===== config.mk =====
export PLATFORM = sky130hd
export DESIGN_NAME = multicycle_ctrl
export DESIGN_NICKNAME = d
export VERILOG_FILES = /design/src/rtl/multicycle_ctrl_pkg.sv /design/src/rtl/multicycle_decode.sv /design/src/rtl/multicycle_ctrl.sv
export SDC_FILE = /design/constraint.sdc
export NUM_CORES = 1
export LEC_CHECK = 0
export ABC_AREA = 1
export CORE_UTILIZATION = 30
export CTS_CLUSTER_SIZE = 28
export DETAILED_ROUTE_END_ITERATION = 8
export PLACE_DENSITY = 0.77
export SYNTH_ARGS = -nofsm -noshare
export SYNTH_HDL_FRONTEND = slang
export SYNTH_HIERARCHICAL = 1
export SYNTH_SLANG_ARGS = --single-unit

===== constraint.sdc =====
create_clock -name clk -period 1.9 [get_ports clk]
set_clock_uncertainty 0.1 [all_clocks]
set_input_delay 0.19 -clock clk [delete_from_list [all_inputs] [get_ports clk]]
set_output_delay 0.19 -clock clk [all_outputs]
set_load 0.1 [all_outputs]

===== src/rtl/multicycle_ctrl_pkg.sv =====
// Shared encodings for the multi-cycle RV32I controller: opcodes, FSM states, datapath mux
// selects and the instruction class produced by the opcode classifier.
package multicycle_ctrl_pkg;

  localparam logic [6:0] OPC_LOAD   = 7'b0000011;
  localparam logic [6:0] OPC_STORE  = 7'b0100011;
  localparam logic [6:0] OPC_OP     = 7'b0110011;
  localparam logic [6:0] OPC_OPIMM  = 7'b0010011;
  localparam logic [6:0] OPC_BRANCH = 7'b1100011;
  localparam logic [6:0] OPC_JAL    = 7'b1101111;
  localparam logic [6:0] OPC_JALR   = 7'b1100111;
  localparam logic [6:0] OPC_LUI    = 7'b0110111;
  localparam logic [6:0] OPC_AUIPC  = 7'b0010111;

  localparam logic [2:0] ST_FETCH  = 3'd0;
  localparam logic [2:0] ST_DECODE = 3'd1;
  localparam logic [2:0] ST_EXEC   = 3'd2;
  localparam logic [2:0] ST_MEM    = 3'd3;
  localparam logic [2:0] ST_WB     = 3'd4;
  localparam logic [2:0] ST_TRAP   = 3'd7;

  // Must stay in step with the immediate generator's select decoding.
  localparam logic [2:0] IMM_I = 3'd0;
  localparam logic [2:0] IMM_S = 3'd1;
  localparam logic [2:0] IMM_B = 3'd2;
  localparam logic [2:0] IMM_U = 3'd3;
  localparam logic [2:0] IMM_J = 3'd4;

  localparam logic [1:0] PC_PLUS4  = 2'd0;
  localparam logic [1:0] PC_BRANCH = 2'd1;
  localparam logic [1:0] PC_JALR   = 2'd2;

  localparam logic [1:0] ALU_A_RS1  = 2'd0;
  localparam logic [1:0] ALU_A_PC   = 2'd1;
  localparam logic [1:0] ALU_A_ZERO = 2'd2;

  localparam logic ALU_B_RS2 = 1'b0;
  localparam logic ALU_B_IMM = 1'b1;

  localparam logic [1:0] ALU_OP_ADD   = 2'd0;
  localparam logic [1:0] ALU_OP_FUNCT = 2'd1;
  localparam logic [1:0] ALU_OP_CMP   = 2'd2;

  localparam logic [1:0] WB_ALU = 2'd0;
  localparam logic [1:0] WB_MEM = 2'd1;
  localparam logic [1:0] WB_PC4 = 2'd2;

  typedef enum logic [3:0] {
    CLS_LOAD,
    CLS_STORE,
    CLS_OP,
    CLS_OPIMM,
    CLS_BRANCH,
    CLS_JAL,
    CLS_JALR,
    CLS_LUI,
    CLS_AUIPC,
    CLS_ILLEGAL
  } instr_cls_e;

  function automatic logic uses_mem(input instr_cls_e cls);
    return (cls == CLS_LOAD) || (cls == CLS_STORE);
  endfunction

endpackage


===== src/rtl/multicycle_decode.sv =====
// Combinational opcode classifier: instruction class, immediate format select and legality.
module multicycle_decode
  import multicycle_ctrl_pkg::*;
(
  input  logic [31:0] instr,
  output instr_cls_e  cls,
  output logic [2:0]  imm_sel,
  output logic        legal
);

  // Only the opcode field matters here; funct fields are decoded by the ALU control.
  logic unused_instr;
  assign unused_instr = ^instr[31:7];

  always_comb begin
    cls     = CLS_ILLEGAL;
    imm_sel = IMM_I;
    legal   = 1'b1;
    case (instr[6:0])
      OPC_LOAD:   cls = CLS_LOAD;
      OPC_STORE:  begin cls = CLS_STORE;  imm_sel = IMM_S; end
      OPC_OP:     cls = CLS_OP;
      OPC_OPIMM:  cls = CLS_OPIMM;
      OPC_BRANCH: begin cls = CLS_BRANCH; imm_sel = IMM_B; end
      OPC_JAL:    begin cls = CLS_JAL;    imm_sel = IMM_J; end
      OPC_JALR:   cls = CLS_JALR;
      OPC_LUI:    begin cls = CLS_LUI;    imm_sel = IMM_U; end
      OPC_AUIPC:  begin cls = CLS_AUIPC;  imm_sel = IMM_U; end
      default:    legal = 1'b0;
    endcase
  end

endmodule


===== src/rtl/multicycle_ctrl.sv =====
// Multi-cycle RV32I control FSM around a shared ALU and one unified memory port.
// Optional performance counters are enabled by defining MULTICYCLE_CTRL_PERF_EN.
module multicycle_ctrl
  import multicycle_ctrl_pkg::*;
#(
  parameter int unsigned MEM_TIMEOUT = 15
`ifdef MULTICYCLE_CTRL_PERF_EN
  ,
  parameter int unsigned CNT_W = 32
`endif
) (
  input  logic        clk,
  input  logic        reset,
  input  logic [31:0] instr,
  input  logic        br_cond,
  input  logic        mem_ready,
  output logic        mem_req,
  output logic        mem_we,
  output logic        ir_write,
  output logic        pc_write,
  output logic [1:0]  pc_src,
  output logic [2:0]  imm_sel,
  output logic [1:0]  alu_src_a,
  output logic        alu_src_b,
  output logic [1:0]  alu_op,
  output logic        reg_write,
  output logic [1:0]  wb_sel,
  output logic        retire,
  output logic        trap,
  output logic [2:0]  state
`ifdef MULTICYCLE_CTRL_PERF_EN
  ,
  output logic [CNT_W-1:0] cycle_cnt,
  output logic [CNT_W-1:0] instret_cnt
`endif
);

  localparam int unsigned WAIT_W = (MEM_TIMEOUT > 1) ? $clog2(MEM_TIMEOUT) : 1;

  logic [2:0]        state_q, state_d;
  logic [WAIT_W-1:0] wait_q, wait_d;

  instr_cls_e cls;
  logic [2:0] imm_dec;
  logic       legal;

  multicycle_decode u_decode (
    .instr   (instr),
    .cls     (cls),
    .imm_sel (imm_dec),
    .legal   (legal)
  );

  logic waiting, timeout;
  assign waiting = ((state_q == ST_FETCH) || (state_q == ST_MEM)) && !mem_ready;
  assign timeout = (MEM_TIMEOUT != 0) && waiting && (wait_q == WAIT_W'(MEM_TIMEOUT - 1));
  assign wait_d  = waiting ? wait_q + WAIT_W'(1) : '0;

  // ALU selects by class; held through MEM/WB so an unregistered ALU result stays valid.
  logic [1:0] cls_src_a;
  logic       cls_src_b;
  logic [1:0] cls_alu_op;

  always_comb begin
    cls_src_a  = ALU_A_RS1;
    cls_src_b  = ALU_B_RS2;
    cls_alu_op = ALU_OP_ADD;
    case (cls)
      CLS_OP:              cls_alu_op = ALU_OP_FUNCT;
      CLS_OPIMM:           begin cls_alu_op = ALU_OP_FUNCT; cls_src_b = ALU_B_IMM; end
      CLS_LOAD, CLS_STORE: cls_src_b = ALU_B_IMM;
      CLS_LUI:             begin cls_src_a = ALU_A_ZERO; cls_src_b = ALU_B_IMM; end
      CLS_AUIPC, CLS_JAL:  begin cls_src_a = ALU_A_PC;   cls_src_b = ALU_B_IMM; end
      CLS_JALR:            cls_src_b = ALU_B_IMM;
      CLS_BRANCH:          cls_alu_op = ALU_OP_CMP;
      default:             ;
    endcase
  end

  always_comb begin
    state_d = state_q;
    case (state_q)
      ST_FETCH: begin
        if (timeout)        state_d = ST_TRAP;
        else if (mem_ready) state_d = ST_DECODE;
      end
      ST_DECODE: state_d = legal ? ST_EXEC : ST_TRAP;
      ST_EXEC: begin
        case (cls)
          CLS_LOAD, CLS_STORE:                state_d = ST_MEM;
          CLS_BRANCH, CLS_JAL, CLS_JALR:      state_d = ST_FETCH;
          CLS_OP, CLS_OPIMM, CLS_LUI, CLS_AUIPC: state_d = ST_WB;
          default:                            state_d = ST_TRAP;
        endcase
      end
      ST_MEM: begin
        if (timeout)        state_d = ST_TRAP;
        else if (mem_ready) state_d = (cls == CLS_STORE) ? ST_FETCH : ST_WB;
      end
      ST_WB:   state_d = ST_FETCH;
      ST_TRAP: state_d = ST_TRAP;
      default: state_d = ST_TRAP;
    endcase
  end

  always_ff @(posedge clk) begin
    if (reset) begin
      state_q <= ST_FETCH;
      wait_q  <= '0;
    end else begin
      state_q <= state_d;
      wait_q  <= wait_d;
    end
  end

  // Outputs are forced low while reset is high so an abandoned instruction writes nothing.
  always_comb begin
    mem_req   = 1'b0;
    mem_we    = 1'b0;
    ir_write  = 1'b0;
    pc_write  = 1'b0;
    pc_src    = PC_PLUS4;
    imm_sel   = IMM_I;
    alu_src_a = ALU_A_RS1;
    alu_src_b = ALU_B_RS2;
    alu_op    = ALU_OP_ADD;
    reg_write = 1'b0;
    wb_sel    = WB_ALU;
    retire    = 1'b0;
    trap      = 1'b0;
    if (!reset) begin
      case (state_q)
        ST_FETCH: begin
          mem_req = 1'b1;
          if (mem_ready) begin
            ir_write = 1'b1;
            pc_write = 1'b1;
          end
        end
        ST_DECODE: imm_sel = imm_dec;
        ST_EXEC: begin
          imm_sel   = imm_dec;
          alu_src_a = cls_src_a;
          alu_src_b = cls_src_b;
          alu_op    = cls_alu_op;
          case (cls)
            CLS_BRANCH: begin
              retire = 1'b1;
              if (br_cond) begin
                pc_write = 1'b1;
                pc_src   = PC_BRANCH;
              end
            end
            CLS_JAL, CLS_JALR: begin
              reg_write = 1'b1;
              wb_sel    = WB_PC4;
              pc_write  = 1'b1;
              pc_src    = (cls == CLS_JAL) ? PC_BRANCH : PC_JALR;
              retire    = 1'b1;
            end
            default: ;
          endcase
        end
        ST_MEM: begin
          imm_sel   = imm_dec;
          alu_src_a = cls_src_a;
          alu_src_b = cls_src_b;
          alu_op    = cls_alu_op;
          mem_req   = 1'b1;
          mem_we    = (cls == CLS_STORE);
          retire    = (cls == CLS_STORE) && mem_ready;
        end
        ST_WB: begin
          imm_sel   = imm_dec;
          alu_src_a = cls_src_a;
          alu_src_b = cls_src_b;
          alu_op    = cls_alu_op;
          reg_write = 1'b1;
          wb_sel    = (cls == CLS_LOAD) ? WB_MEM : WB_ALU;
          retire    = 1'b1;
        end
        ST_TRAP: trap = 1'b1;
        default: ;
      endcase
    end
  end

  assign state = reset ? ST_FETCH : state_q;

`ifdef MULTICYCLE_CTRL_PERF_EN
  logic [CNT_W-1:0] cycle_q, instret_q;

  always_ff @(posedge clk) begin
    if (reset) begin
      cycle_q   <= '0;
      instret_q <= '0;
    end else if (state_q != ST_TRAP) begin
      cycle_q <= cycle_q + CNT_W'(1);
      if (retire) instret_q <= instret_q + CNT_W'(1);
    end
  end

  assign cycle_cnt   = reset ? '0 : cycle_q;
  assign instret_cnt = reset ? '0 : instret_q;
`endif

  // Keeps the helper referenced even though the class case covers memory ops directly.
  logic unused_mem_cls;
  assign unused_mem_cls = uses_mem(cls);

endmodule


==> flow_summary.toml <==
[yosys]
synth_area_um2 = 966
synthArstFlopShare = 0
synthCells = 180
ys.warnings.count = 6
postSynth.topFlopCell = "dfxtp_1"
synth_area_per_cell_um2 = 5.37
synth_edf_count = 0
ys_seq_area_frac = 0.145
synth_nets = 218
ys_seq_elements = 7
ys_types = 29

[power_and_ir_drop]
power.total_uw = 1590
power.density_nw_per_um2 = 677
total_leakage_power_uw = 0.00107
p_sw_uw = 903
comb_power_share = 0.748
swShare = 0.569
peakVddDrop_uv = 487
internal_power_uw = 683
p_seq_frac = 0.170
p_clk_frac = 0.081

[clock_network]
clk_pin_slew_ps = 50
ctsRootBufferMaster = "clkbuf_4"
htreeDepth = 1
cts_num_sinks = 7
cts_buffers = 3
cts_tree = "built"
holdBufCountCts = 0
clk_latency_ps = 240
clk_path_buf_depth = 2

[route]
wire_per_inst_um = 13.2
met3_length_um = 79
drc = 0
wl_met1_mm = 1.49
drtIter0Drc = 29
drtPass1Iterations = 4
routed_via_density = 4.84
vias = 1417
topRoutingLayerUsed = "met4"
drt-total-wl_mm = 3.88
dr_wl_met2_mm = 2.15
ant_nets = 0

[grt]
grt.overflow.total = 0
grt_pass1_vias = 1437
grtUsageTotal = 0.224
grt_pass1_wl_mm = 6.02
antenna_found_initial = 0
grt_max_degree = 11

[layout]
num_antenna_cells = 0
final_common_cell = "buf_4"
syn2layout_area_growth_pct = 142
final_cells = 293
layout-drive-gt1-share = 0.635
nNetsFinal = 288
final_cell_mix = "buf_4 (31), buf_12 (24), nor2_1 (22)"

[timing]
period_minus_slack_ps = 2070
setup_violations = 12
rsz0062_at_grt = "yes"
finalHoldViolations = 0
finalCritPeriodShare = 1.09
final-max-slew-violation-count = 0
fin_ws_ps = -170
relSlewSlack = 0.778
tightest_slew_ps = 332
clock.fmax_ghz = 0.483

[worst_hold_path]
worstHoldStart = "wait_q[0]"
hold_path.class = "register to register"

[run_status]
status = "finished, violations left"
violations = "negative setup slack"

[critical_path]
startpoint_type = "input port"
worstSetupPathType = "input port to output port"
critPathMaxStageDelay_ps = 190
worstPathMaxFanout = 5
critPathArrivalTime_ps = 1780
r2r-start = "state_q[2]"
slowest_stage = "nor3_4"
end_kind = "output port"
crit_path_start = "instr[4]"
crit_required_ps = 1610
path_cells = "buf_12 -> inv_12 -> nand2_8 -> nor2_4 -> nand2_4 -> nand3_4 -> o21ai_4 -> inv_4 -> nand2_4 -> nor3_4 -> nand3_2 -> a21oi_4 -> buf_12"

[placed_design]
port_buffers = 32
place_inst = 282
gp_routability_congestion = 0.866
dp_hpwl_mm = 2.69
dpl_worst_slack_ps = -644

[die]
dieArea_um2 = 3450
die_x_um = 58.7
num_rows = 20
initial_core_util = 0.316
fp.dieH_um = 58.7
core_area_um2 = 3050
pin_count = 58

[job]
maxCapViolations = 0
## cell families (layout without fill, tap and decap cells)
family | after synthesis | in the layout | share of synthesized area
AO/OA/AOI/OAI | 15 | 15 | 0.0868
buffers and inverters | 34 | 103 | 0.135
adder cells (fa/ha/maj) | 2 | 2 | 0.0259
AND/OR/NAND/NOR | 120 | 120 | 0.589
XOR/XNOR | 2 | 2 | 0.0181
flip-flops | 7 | 7 | 0.145
## layout make-up
class	instances	area, µm²
clock buffers	4	26.3
flip-flops and latches	7	149
well taps	44	55.1
repair buffers	67	818
fillers	200	711
multi-input cells	139	1140
inverters	32	150
## repair_timing
action                                  4_1_cts  5_1_grt
pin swaps                                    27       17
resized for setup                            57       30
buffers inserted                              4        4
endpoints found under the setup margin       19       16
## registers in the layout (all words and copies together), names as in the netlist
| register | count |
|---|---|
| wait_q | 4 |
| state_q | 3 |
## power groups by stage
| stage | Sequential (µW) | Clock (µW) | Combinational, µW |
|---|---|---|---|
| after floorplan | 248 | 0 | 785 |
| after global placement | 259 | 0 | 1100 |
| after detailed placement | 264 | 0 | 1120 |
| after CTS | 261 | 131 | 1140 |
| after global routing | 278 | 145 | 1260 |
| final | 270 | 129 | 1190 |
## path summary, 6_finish.rpt
| kind | to | slack (ps) | depth (start not counted) |
|---|---|---|---|
| max | retire | -170 | 13 |
| min | wait_q[0] | 360 | 1 |
| max reg2reg | state_q[0] | 500 | 6 |
| min reg2reg | wait_q[0] | 360 | 1 |
## layer usage
layer,global-route usage,up-vias
met5,0,-
met2,0.445,46
met1,0.242,651
met4,0.0884,0
li1,-,703
met3,0.0132,17
## cell usage after synthesis (2+ instances only)
| cell | instances | area share |
|---|---|---|
| nor2_1 | 43 | 0.17 |
| nand2_1 | 35 | 0.14 |
| inv_1 | 26 | 0.10 |
| nand3_1 | 14 | 0.073 |
| dfxtp_1 | 7 | 0.15 |
| a21oi_1 | 6 | 0.031 |
| nor3_1 | 6 | 0.031 |
| inv_2 | 5 | 0.019 |
| nand2_2 | 5 | 0.032 |
| nand3_2 | 5 | 0.052 |
| o21ai_0 | 4 | 0.021 |
| nor2_2 | 3 | 0.019 |
| ha_1 | 2 | 0.026 |
| nor2_4 | 2 | 0.023 |
| nor4_1 | 2 | 0.013 |
| o21ai_1 | 2 | 0.010 |
## worst max-delay path: cells and delay by family
family | cells | cell delay (ps)
AOI/OAI and AO/OA | 2 | 240
and+or+nand+nor | 7 | 860
buffers and inverters | 4 | 480
## per-stage QoR
step / setup TNS (ps) / util / cell area (µm²) / hold slack [ps]
detailed placement: -8330 / 0.683 / 2080 / 348
global route: -2230 / 0.767 / 2340 / 405
CTS: -1260 / 0.731 / 2230 / 360
floorplan: -4410 / - / 1280 / 330
global placement: -7800 / 0.683 / 2080 / 342
finish: -1160 / 0.767 / 2340 / 355
Note: power is estimated with default switching activity, not from simulation.
==> RTL edit, RTL diff (same settings) <==
Build with the macro `MULTICYCLE_CTRL_PERF_EN` defined.
--- a/src/rtl/multicycle_ctrl.sv
+++ b/src/rtl/multicycle_ctrl.sv
@@ -2,2 +2,4 @@
 // Optional performance counters are enabled by defining MULTICYCLE_CTRL_PERF_EN.
+`define MULTICYCLE_CTRL_PERF_EN
+
 module multicycle_ctrl
Behaviour (old outputs only; new: cycle_cnt and instret_cnt): unchanged (equiv_simple and equiv_induct, registers matched by name and starting in step).
==> RTL edit against the unedited design <==
The run still ends with setup timing left; first-iteration DRC count grew to 16 times the old value; sequential cell count is 64 higher; area after synthesis grew to 5.4 times the old value; combinational power increased by 67%; cell count rose to 4.4 times the old value; wire length grew to 4.3 times the old value; cell area rose to 3.9 times the old value; non-clock buffer count increased by 104; via count increased to 4.4 times the old value; setup slack got worse by 0.11 ns; total power increased to 3.5 times the old value.
==> RTL edit: results (changes against the unedited design) <==
Max IR drop VDD: 0.664 mV (was 0.487 mV)
Worst setup margin: -0.283 ns (was -0.170 ns)
Total CTS buffers: 9 (was 3)
Ant diodes: 0 (unchanged)
Adder-cell share of the synthesized area: 0.955% (was 2.59%)
Vias per cell: 4.81 (was 4.84)
R2R Setup Slk: 0.02 ns (was 0.50 ns)
Vias in the first global route: 5845 (was 1437)
# H-tree levels: 3 (was 1)
Status: finished with violations (unchanged)
First-pass GRT wire length: 27100 um (was 6020 um)
Commonest cells in the netlist: 264 x nand2_1, 204 x nor2_1, 113 x inv_1, 71 x dfxtp_1, 50 x nand3_1 (was 43 x nor2_1, 35 x nand2_1, 26 x inv_1, 14 x nand3_1, 7 x dfxtp_1)
Fillcell total: 1508 (was 200)
Biggest registers after layout: cycle_q x32, instret_q x32, wait_q x4 (was wait_q x4, state_q x3)
Dpl hpwl: 12400 um (was 2690 um)
Synthesized Nets: 946 (was 218)
Share of layout cells above drive strength 1: 35.7% (was 63.5%)
Slowest Stage Delay on Critical Path: 0.22 ns (was 0.19 ns)
Post-DP Area: 8240 sq um (was 2080 sq um)
GRT Util Overall: 18.7% (was 22.4%)
Clock Latency Late Sink: 0.34 ns (was 0.24 ns)
Pre-antenna DRT Iters: 6 (was 4)
Clk root buf: clkbuf_16 (was clkbuf_4)
# setup viols final: 29 (was 12)
IO buf count: 96 (was 32)
Leak Pwr: 0.00339 uW (was 0.00107 uW)
Area contributors post-synth: dfxtp_1 27%, nand2_1 19%, nor2_1 15%, inv_1 8.1%, nand3_1 4.8% (was nor2_1 17%, dfxtp_1 15%, nand2_1 14%, inv_1 10%, nand3_1 7.3%)
Final cell count without fillers: 1288 (was 293)
Most frequent cell after synthesis: nand2_1 (was nor2_1)
Post-detailed-route wirelength per cell: 13.0 um (was 13.2 um)
Sequential share of the synthesized area: 27.1% (was 14.5%)
Crit path max fanout: 6 (was 5)
CP max-delay cell: a21oi_4 (was nor3_4)
Xor-xnor portion of the synthesized cell area: 2.84% (was 1.81%)
WP data arrival: 1.89 ns (was 1.78 ns)
Failing checks: setup timing (unchanged)
Internal Power: 3470 uW (was 683 uW)
Final Instance Area: 9190 sq um (was 2340 sq um)
Initial DRC Count: 466 (was 29)
Slew @ Worst Pin: 0.397 ns (was 0.332 ns)
Unique masters post-synth: 34 (was 29)
Initial antenna violation count: 0 (unchanged)
Setup_tns: -3.10 ns (was -1.16 ns)
## RTL edit: critical path, delay by kind of cell
kind | cells | cell delay, ns
and+or+nand+nor | 6 | 0.62
buffers and inverters | 5 | 0.65
AOI/OAI and AO/OA | 2 | 0.42
## RTL edit: final cells by class
| type | instances | area share (%) |
|---|---|---|
| Sequential cell | 71 | 15.6 |
| Tap cell | 220 | 2.99 |
| Multi-Input combinational cell | 690 | 44.3 |
| Inverter | 120 | 5.23 |
| Clock inverter | 7 | 1.12 |
| Clock buffer | 9 | 2.45 |
| Timing Repair Buffer | 171 | 28.4 |
## RTL edit: cell families after synthesis
kind of cell,Yosys count
xor+xnor,17
simple gates,583
fa+ha+maj,4
buf+inv,145
flops,71
compound gates,86
## RTL edit: power by group through the flow
stage	Sequential [uW]	Combinational (uW)	Clock (uW)
6_report	1650	1990	1880
5_1_grt	1660	2120	2000
4_1_cts	1640	1800	1920
3_5_place_dp	1660	1640	0
3_3_place_gp	1660	1630	0
2_1_floorplan	1630	1160	0
## RTL edit: timing repair
item	in CTS	in global routing
gates cloned	0	2
pin swaps	35	39
setup buffers	13	9
gates resized for setup	73	79
endpoints found under the setup margin	54	58
## RTL edit: per-layer routing
layer / track usage [%] / vias up / wire length (um)
met3: 4.23 / 41 / 870
met2: 32.8 / 183 / 8500
met1: 22.1 / 2844 / 6920
li1: - / 3125 / -
met5: 0 / - / 0
met4: 6.62 / 0 / 481
## RTL edit: stage by stage
step	hold WS [ns]	total power, uW
after floorplan	0.330	2790
after global placement	0.346	3280
after global routing	0.215	5780
after CTS	0.194	5360
final	0.207	5530
after detailed placement	0.360	3300
## RTL edit: worst paths after layout
path         startpoint            end  depth (start not counted)
min reg2reg  cycle_q[0]     cycle_q[0]                          1
min               reset  instret_q[15]                          3
max            instr[6]         retire                         13
max reg2reg  state_q[1]  instret_q[24]                         12
